## config.mk

```make
export PLATFORM = sky130hd
export DESIGN_NAME = fix_msg_transmitter
export DESIGN_NICKNAME = d
export VERILOG_FILES = /design/src/rtl/fix_msg_transmitter.sv
export SDC_FILE = /design/constraint.sdc
export NUM_CORES = 1
export LEC_CHECK = 0
export CAP_MARGIN = 30
export CORE_AREA = 2 2 168 170
export CTS_CLUSTER_SIZE = 20
export DETAILED_ROUTE_END_ITERATION = 16
export DIE_AREA = 0 0 170 172
export PLACE_DENSITY = 0.61
export SLEW_MARGIN = 10
export SYNTH_ARGS = -nofsm -noshare
export SYNTH_HDL_FRONTEND = slang
export SYNTH_SLANG_ARGS = --single-unit
```

## constraint.sdc

```tcl
create_clock -name clk -period 14.3 [get_ports clk]
set_clock_uncertainty 0.15 [all_clocks]
set_input_delay 2.86 -clock clk [delete_from_list [all_inputs] [get_ports clk]]
set_output_delay 2.86 -clock clk [all_outputs]
set_load 0.03 [all_outputs]
```

## src/rtl/fix_msg_transmitter.sv

```systemverilog
// fix_msg_transmitter
// Serialises FIX 4.2 admin messages (logon, logout, heartbeat, resendReq)
// requested by the session manager into a valid/ready byte stream. Header,
// body and trailer are generated on the fly; BodyLength is a per-type
// constant and CheckSum is a running mod-256 sum of the accepted bytes.
//
// Ports:
//   clk, rst            clock, synchronous active-high reset
//   initiate_msg_i      request strobe, accepted when !busy_o
//   create_message_i    message type code
//   targetCompId_i      TargetCompID, 8 ASCII chars, first char in MSB
//   seq_num_i           MsgSeqNum, 8 BCD digits, first digit in MSB
//   begin_seq_i         BeginSeqNo for resendReq, 8 BCD digits
//   busy_o              message in progress
//   error_o             one-cycle pulse: unsupported type dropped
//   tx_data_o/valid_o/ready_i/last_o  byte stream toward TOE
//   done_o              one-cycle pulse after final byte accepted
module fix_msg_transmitter #(
  parameter int unsigned           VALUE_WIDTH    = 64,
  parameter logic [VALUE_WIDTH-1:0] SENDER_COMP_ID = '0
) (
  input  logic                   clk,
  input  logic                   rst,
  input  logic                   initiate_msg_i,
  input  logic [3:0]             create_message_i,
  input  logic [VALUE_WIDTH-1:0] targetCompId_i,
  input  logic [31:0]            seq_num_i,
  input  logic [31:0]            begin_seq_i,
  output logic                   busy_o,
  output logic                   error_o,
  output logic [7:0]             tx_data_o,
  output logic                   tx_valid_o,
  input  logic                   tx_ready_i,
  output logic                   tx_last_o,
  output logic                   done_o
);

  localparam logic [3:0] MSG_LOGON      = 4'h1;
  localparam logic [3:0] MSG_LOGOUT     = 4'h2;
  localparam logic [3:0] MSG_HEARTBEAT  = 4'h3;
  localparam logic [3:0] MSG_RESEND_REQ = 4'h4;
  localparam logic [7:0] SOH            = 8'h01;

  typedef enum logic [2:0] {
    S_IDLE, S_HDR, S_BODY_COMMON, S_BODY_EXTRA, S_TRAILER
  } state_t;

  state_t                 state_q, state_d;
  logic [5:0]             idx_q, idx_d;
  logic [3:0]             type_q, type_d;
  logic [VALUE_WIDTH-1:0] target_q, target_d;
  logic [31:0]            seq_q, seq_d;
  logic [31:0]            begin_q, begin_d;
  logic [7:0]             csum_q, csum_d;
  logic                   error_q, error_d;
  logic                   done_q, done_d;

  logic [7:0] tx_byte;
  logic [5:0] last_idx;
  logic       fire;
  logic       supported;
  logic       has_extra;
  logic [7:0] type_char;
  logic [7:0] blen_tens, blen_units;
  logic [1:0] cs_hund;
  logic [3:0] cs_tens;
  logic [7:0] cs_rem;
  logic [2:0] tgt_k, beg_k;

  // Character k (0 = first) of an 8-char CompID.
  function automatic logic [7:0] comp_char(input logic [VALUE_WIDTH-1:0] v,
                                           input logic [2:0] k);
    return v[{~k, 3'b111} -: 8];
  endfunction

  // Digit k (0 = most significant) of an 8-digit BCD number, as ASCII.
  function automatic logic [7:0] bcd_char(input logic [31:0] v, input logic [2:0] k);
    return {4'h3, v[{~k, 2'b11} -: 4]};
  endfunction

  assign supported = (create_message_i == MSG_LOGON) || (create_message_i == MSG_LOGOUT) ||
                     (create_message_i == MSG_HEARTBEAT) || (create_message_i == MSG_RESEND_REQ);
  assign has_extra = (type_q == MSG_LOGON) || (type_q == MSG_RESEND_REQ);
  assign fire      = (state_q != S_IDLE) && tx_ready_i;
  // Field offsets: target starts at body index 20, BeginSeqNo at extra index 2.
  assign tgt_k     = idx_q[2:0] - 3'd4;
  assign beg_k     = idx_q[2:0] - 3'd2;

  always_comb begin
    type_char  = "0";
    blen_tens  = "4";
    blen_units = "1";
    case (type_q)
      MSG_LOGON:      begin type_char = "A"; blen_tens = "5"; blen_units = "4"; end
      MSG_LOGOUT:     begin type_char = "5"; end
      MSG_RESEND_REQ: begin type_char = "2"; blen_tens = "5"; blen_units = "7"; end
      default:        ;
    endcase
  end

  // Binary checksum to three decimal digits by compare-subtract.
  always_comb begin
    cs_rem  = csum_q;
    cs_hund = '0;
    cs_tens = '0;
    if (cs_rem >= 8'd200) begin
      cs_rem  = cs_rem - 8'd200;
      cs_hund = 2'd2;
    end else if (cs_rem >= 8'd100) begin
      cs_rem  = cs_rem - 8'd100;
      cs_hund = 2'd1;
    end
    for (int unsigned i = 0; i < 9; i++) begin
      if (cs_rem >= 8'd10) begin
        cs_rem  = cs_rem - 8'd10;
        cs_tens = cs_tens + 4'd1;
      end
    end
  end

  always_comb begin
    tx_byte  = '0;
    last_idx = '0;
    case (state_q)
      S_HDR: begin
        last_idx = 6'd14;
        case (idx_q)
          6'd0:    tx_byte = "8";
          6'd1:    tx_byte = "=";
          6'd2:    tx_byte = "F";
          6'd3:    tx_byte = "I";
          6'd4:    tx_byte = "X";
          6'd5:    tx_byte = ".";
          6'd6:    tx_byte = "4";
          6'd7:    tx_byte = ".";
          6'd8:    tx_byte = "2";
          6'd10:   tx_byte = "9";
          6'd11:   tx_byte = "=";
          6'd12:   tx_byte = blen_tens;
          6'd13:   tx_byte = blen_units;
          default: tx_byte = SOH;
        endcase
      end
      S_BODY_COMMON: begin
        last_idx = 6'd40;
        if (idx_q >= 6'd8 && idx_q <= 6'd15) begin
          tx_byte = comp_char(SENDER_COMP_ID, idx_q[2:0]);
        end else if (idx_q >= 6'd20 && idx_q <= 6'd27) begin
          tx_byte = comp_char(target_q, tgt_k);
        end else if (idx_q >= 6'd32 && idx_q <= 6'd39) begin
          tx_byte = bcd_char(seq_q, idx_q[2:0]);
        end else begin
          case (idx_q)
            6'd0:    tx_byte = "3";
            6'd1:    tx_byte = "5";
            6'd2:    tx_byte = "=";
            6'd3:    tx_byte = type_char;
            6'd5:    tx_byte = "4";
            6'd6:    tx_byte = "9";
            6'd7:    tx_byte = "=";
            6'd17:   tx_byte = "5";
            6'd18:   tx_byte = "6";
            6'd19:   tx_byte = "=";
            6'd29:   tx_byte = "3";
            6'd30:   tx_byte = "4";
            6'd31:   tx_byte = "=";
            default: tx_byte = SOH;
          endcase
        end
      end
      S_BODY_EXTRA: begin
        if (type_q == MSG_RESEND_REQ) begin
          last_idx = 6'd15;
          if (idx_q >= 6'd2 && idx_q <= 6'd9) begin
            tx_byte = bcd_char(begin_q, beg_k);
          end else begin
            case (idx_q)
              6'd0:    tx_byte = "7";
              6'd1:    tx_byte = "=";
              6'd11:   tx_byte = "1";
              6'd12:   tx_byte = "6";
              6'd13:   tx_byte = "=";
              6'd14:   tx_byte = "0";
              default: tx_byte = SOH;
            endcase
          end
        end else begin
          last_idx = 6'd12;
          case (idx_q)
            6'd0:    tx_byte = "9";
            6'd1:    tx_byte = "8";
            6'd2:    tx_byte = "=";
            6'd3:    tx_byte = "0";
            6'd5:    tx_byte = "1";
            6'd6:    tx_byte = "0";
            6'd7:    tx_byte = "8";
            6'd8:    tx_byte = "=";
            6'd9:    tx_byte = "0";
            6'd10:   tx_byte = "3";
            6'd11:   tx_byte = "0";
            default: tx_byte = SOH;
          endcase
        end
      end
      S_TRAILER: begin
        last_idx = 6'd6;
        case (idx_q)
          6'd0:    tx_byte = "1";
          6'd1:    tx_byte = "0";
          6'd2:    tx_byte = "=";
          6'd3:    tx_byte = {6'b001100, cs_hund};
          6'd4:    tx_byte = {4'h3, cs_tens};
          6'd5:    tx_byte = 8'h30 + cs_rem;
          default: tx_byte = SOH;
        endcase
      end
      default: ;
    endcase
  end

  always_comb begin
    state_d  = state_q;
    idx_d    = idx_q;
    type_d   = type_q;
    target_d = target_q;
    seq_d    = seq_q;
    begin_d  = begin_q;
    csum_d   = csum_q;
    error_d  = 1'b0;
    done_d   = 1'b0;
    if (state_q == S_IDLE) begin
      if (initiate_msg_i) begin
        if (supported) begin
          type_d   = create_message_i;
          target_d = targetCompId_i;
          seq_d    = seq_num_i;
          begin_d  = begin_seq_i;
          csum_d   = '0;
          idx_d    = '0;
          state_d  = S_HDR;
        end else begin
          error_d = 1'b1;
        end
      end
    end else if (fire) begin
      // The trailer ("10=", digits, SOH) never contributes to the sum.
      if (state_q != S_TRAILER) csum_d = csum_q + tx_byte;
      if (idx_q == last_idx) begin
        idx_d = '0;
        case (state_q)
          S_HDR:         state_d = S_BODY_COMMON;
          S_BODY_COMMON: state_d = has_extra ? S_BODY_EXTRA : S_TRAILER;
          S_BODY_EXTRA:  state_d = S_TRAILER;
          default: begin
            state_d = S_IDLE;
            done_d  = 1'b1;
          end
        endcase
      end else begin
        idx_d = idx_q + 6'd1;
      end
    end
  end

  always_ff @(posedge clk) begin
    if (rst) begin
      state_q  <= S_IDLE;
      idx_q    <= '0;
      type_q   <= '0;
      target_q <= '0;
      seq_q    <= '0;
      begin_q  <= '0;
      csum_q   <= '0;
      error_q  <= 1'b0;
      done_q   <= 1'b0;
    end else begin
      state_q  <= state_d;
      idx_q    <= idx_d;
      type_q   <= type_d;
      target_q <= target_d;
      seq_q    <= seq_d;
      begin_q  <= begin_d;
      csum_q   <= csum_d;
      error_q  <= error_d;
      done_q   <= done_d;
    end
  end

  assign busy_o     = (state_q != S_IDLE);
  assign tx_valid_o = (state_q != S_IDLE);
  assign tx_data_o  = tx_byte;
  assign tx_last_o  = (state_q == S_TRAILER) && (idx_q == 6'd6);
  assign error_o    = error_q;
  assign done_o     = done_q;

endmodule

```

==> results.ini, run 1 <==
[status]
status = finished, final reports clean

[clocking]
clock_latency_ns = 0.43
cts_resized = 0
cts_sinks = 156
cts_tree = yes
cts_buffer_depth = 2
cts-buffers-inserted = 17
clk_pin_slew_ns = 0.07
postCtsSetupRepairBufs = 0
ctsHoldBuffers = 0
cts-root-buf = clkbuf_16
htreeDepth = 4

[placement]
portBuffers = 148
dpl_cell_area_sq_um = 12500
gp_congestion = 0.901
dpl.hpwl_microns = 25000

[yosys]
synth-edff-count = 0
synthCells = 1423
yosysWarnings = 0
synth.avg_cell_area_sq_um = 7.63
synth-main-ff-cell = dfxtp_1
postSynth.asyncResetShare = 0
ys_seq_area_frac = 0.288
synth-seq-cells = 156
syn-num-nets = 1590
synth_area_sq_um = 10900
synth.distinct_cells = 101

[worst_setup_path]
max_stage_delay_ns = 0.76
critPathLaunchType = register
criticalPathCategory = register to output port
crit_path_top_delay_cell = clkdlybuf4s50_1
cp_data_arrival_time_ns = 9.90
crit_path_max_fanout = 13
crit_required_ns = 11.29
cp-end-kind = output port

[timing]
fin_crit_ns = 12.91
drv_slew = 0
setup_violations = 0
finalHoldViolations = 0
worst_slew_margin_rel = 0.394
setup_tns_ns = 0
clock.fmax_mhz = 77.5
period_share = 0.903
tightest_slew_ns = 0.902
grt_setup_unrepaired = false

[layout]
final_area_sq_um = 13200
final_common_cell = nand2_1
final_nets = 1681
drive_above_1_share = 0.0923
final_cell_mix = nand2_1, a21oi_1, dfxtp_1
area_delta_synth_final_pct = 21.7

[grt]
grt_overflow = 0
grt_start_max_net_pins = 105
antenna_found_initial = 1
grt_use_total = 0.229
grt_pass1_vias = 10300
grt_pass1_wl_microns = 53700

[drt]
wire_per_inst_microns = 17.9
totalWireLength_microns = 33600
drt_pass1_iterations = 6
via_per_inst = 5.75
vias = 10800
drc_errors = 0
drtAntennaViolNets = 0
drtIter0Drc = 933

[die]
die-area_sq_um = 29200
die_w_microns = 170
ioPinCount = 149
core_sq_um = 27500
start_util = 0.395
die_h_microns = 172
fp-row-count = 61

[pwr]
power_uw = 1140
leakage_uw = 0.00479
peakVddDrop_v = 0.0000798
p_per_area_nw_per_um2 = 86.5

[worst_hold_path]
hold_class = register to register

[job]
maxCapViolations = 0

## cell families after synthesis
group,after synthesis,synth area share
muxes,57,0.0910
DFF,156,0.288
xor gates and xnor gates,46,0.0378
buffers and inverters,118,0.0434
and+or+nand+nor,597,0.245
AOI/OAI and AO/OA,418,0.258
adders and majority gates,31,0.0364
## Yosys cell counts, types with 24 or more instances
cell type / number / area, sq um
o21ai_0: 40 / 200
nor2_1: 92 / 345
a21oi_1: 189 / 946
mux4_2: 32 / 721
dfxtp_1: 156 / 3120
inv_1: 24 / 90.1
clkbuf_1: 75 / 282
nor3_1: 30 / 150
xnor2_1: 36 / 315
ha_1: 30 / 375
nand2_1: 343 / 1290
nand3_1: 28 / 140
## flip-flops by register name, indices dropped and copies added, names as in the netlist, named ones only
| name | flops |
|---|---|
| idx_q | 6 |
| done_o | 1 |
| target_q | 64 |
| csum_q | 8 |
| state_q | 3 |
| begin_q | 32 |
| error_o | 1 |
| type_q | 4 |
| seq_q | 32 |
## stage by stage
stage	setup slack, ns	hold WS (ns)	std cells	utilization
floorplan	3.50	0.283	1423	-
global placement	2.10	0.290	1836	0.455
detailed placement	1.94	0.295	1838	0.456
CTS	1.45	0.304	1870	0.479
global route	0.492	0.318	1873	0.481
finish	1.39	0.303	1874	0.481
## critical path, delay by kind of cell, from the launching register on
family,cells,cell delay [ns]
AO/OA/AOI/OAI,15,3.95
AND/OR/NAND/NOR,8,2.04
buffers and inverters,4,1.11
adder cells (fa/ha/maj),4,0.90
multiplexers,2,0.84
flip-flops,1,0.47
XOR/XNOR,1,0.13
## cell type report
| class | count | area [sq um] |
|---|---|---|
| repair buffers | 164 | 1660 |
| inverters | 26 | 97.6 |
| multi-input cells | 1149 | 7280 |
| fillers | 2700 | 14300 |
| diodes | 1 | 2.50 |
| clock buffers | 17 | 425 |
| flip-flops and latches | 156 | 3130 |
| clock inverters | 15 | 191 |
| well taps | 346 | 433 |
## final timing paths
check | start | to | slack, ns | cells after the start
min | target_q[2] | target_q[2] | 0.30 | 2
max reg2reg | csum_q[2] | csum_q[7] | 3.54 | 39
max | csum_q[2] | tx_data_o[5] | 1.39 | 34
min reg2reg | target_q[2] | target_q[2] | 0.30 | 2
## report_power, final
group | leakage (uW) | internal [uW] | switching, uW
Combinational | 0.00322 | 94.9 | 114
Clock | 0.000298 | 253 | 215
Sequential | 0.00127 | 453 | 14.5
## per-layer routing
metal	wire (microns)	vias up	GRT usage
met1	15300	5079	0.307
met4	750	0	0.0676
li1	-	5302	-
met2	15600	327	0.378
met5	0	-	0
met3	1950	60	0.0430
No activity file was read; power rests on OpenSTA's default activity.
==> run 2: changes to the inputs <==
CORE_AREA = 2 2 138 140   (was 2 2 168 170)
DIE_AREA = 0 0 140 142   (was 0 0 170 172)
PLACE_DENSITY = 0.85   (was 0.61)
==> run 2 against run 1 <==
Net effect:
- the flow now finishes with violations (DRC)
- setup slack worse by 0.00074 ns
- power fell by 2.0%
- register-to-register slack lost 0.04 ns
- cell count shrank 6.4%
- worst hold slack improved by 0.00086 ns
- first-iteration DRC count is 17% lower
- non-clock buffer count is 5 lower
- flip-flop and latch count is the same
- combinational power is essentially flat
- core utilization increased by 22 points
==> results.ini, run 2 (synthesis results as in run 1) <==
[pwr]
peakVddDrop_v = 0.0000684
leakage_uw = 0.00474
p_per_area_nw_per_um2 = 86.4

[worst_setup_path]
cp.depth = 33
cp_data_arrival_time_ns = 9.90
cp-end-kind = output port
crit_path_max_fanout = 13
r2r_start = csum_q[2]
crit_required_ns = 11.29
critPathLaunchType = register
criticalPathCategory = register to output port
r2r_cells = 38
path_common_cell = ha_1
crit_path_top_delay_cell = clkdlybuf4s50_1
cp_num_buf_inv = 4
max_stage_delay_ns = 0.76
critPathLaunch = csum_q[2]
cpLargestDelayFamily = compound AO/OA/AOI/OAI gates

[drt]
drtIter0Drc = 773
via_per_inst = 6.33
totalWireLength_microns = 32000
vias = 11100
drt_pass1_iterations = 11
drtAntennaViolNets = 0
wire_per_inst_microns = 18.2
drc_errors = 4

[worst_hold_path]
whs_path_depth = 2
hold_class = register to register
hp-start = target_q[12]

[die]
die_w_microns = 140
die_h_microns = 142
ioPinCount = 149
start_util = 0.589
fp-row-count = 50
core_sq_um = 18500
die-area_sq_um = 19900

[timing]
setup_violations = 0
tightest_slew_ns = 0.977
fin_crit_ns = 12.91
worst_slew_margin_rel = 0.342
finalHoldViolations = 0
clock.fmax_mhz = 77.4
period_share = 0.903
grt_setup_unrepaired = false
setup_tns_ns = 0
drv_slew = 0

[layout]
final_common_cell = nand2_1
final_nets = 1676
final_cell_mix = nand2_1, a21oi_1, dfxtp_1
max_flop_register = target_q
reg_top3 = target_q x64, begin_q x32, seq_q x32
largest_reg_flops = 64
area_delta_synth_final_pct = 19.4
final_area_sq_um = 13000
drive_above_1_share = 0.0888
antenna_cells = 0

[clocking]
cts_resized = 0
cts-buffers-inserted = 17
cts_sinks = 156
clk_pin_slew_ns = 0.07
postCtsSetupRepairBufs = 0
ctsHoldBuffers = 0
cts_buffer_depth = 2
clock_latency_ns = 0.42
cts-root-buf = clkbuf_16
htreeDepth = 4
cts_tree = yes

[grt]
grt_start_max_net_pins = 102
grt_overflow = 0
grt_use_total = 0.319
grt_pass1_vias = 10400
antenna_found_initial = 0
grt_pass1_wl_microns = 51800

[placement]
gp_congestion = 0.983
dpl.hpwl_microns = 23100
portBuffers = 148
dpl_cell_area_sq_um = 12400

[status]
status = finished with violations
violations = DRC

[job]
maxCapViolations = 0

run 2: report_power, final:
part | total, uW | switching, uW | internal [uW]
clock | 447 | 200 | 247
sequential | 466 | 12.4 | 453
combinational | 208 | 115 | 93.2
run 2: layer usage:
layer	GRT usage	vias up	part of all wire
li1	-	5293	-
met1	0.407	5169	0.40
met2	0.555	568	0.50
met3	0.0410	81	0.074
met4	0.124	0	0.032
met5	0	-	0
run 2: layout make-up:
cell class / instances / area (sq um)
well taps: 234 / 293
fillers: 1432 / 5490
clock inverters: 14 / 156
repair buffers: 159 / 1580
clock buffers: 17 / 425
flip-flops and latches: 156 / 3130
inverters: 26 / 97.6
multi-input cells: 1149 / 7280
run 2: worst paths after layout:
check,to,slack [ns]
min,target_q[12],0.30
max reg2reg,csum_q[7],3.50
min reg2reg,target_q[12],0.30
max,tx_data_o[5],1.39
run 2: tightest hold or removal path, cell delays in order (launching register included):
cell and delay (ns):
dfxtp_1 0.31, nand2_1 0.05, a21oi_1 0.05
run 2: through the flow:
step	power [uW]	hold WS [ns]	instances	util	worst slack, ns
detailed placement	678	0.294	1723	0.669	2.01
CTS	1120	0.302	1754	0.701	1.55
finish	1120	0.304	1755	0.702	1.39
floorplan	599	0.283	1423	-	3.50
global placement	675	0.289	1723	0.669	2.29
global route	1160	0.322	1755	0.702	0.700
==> run 3: changes to the inputs <==
CTS_CLUSTER_DIAMETER = 80   (was unset)
==> results of run 3 <==
Same layout as run 2: the final DEF is identical, and so are final timing and power.
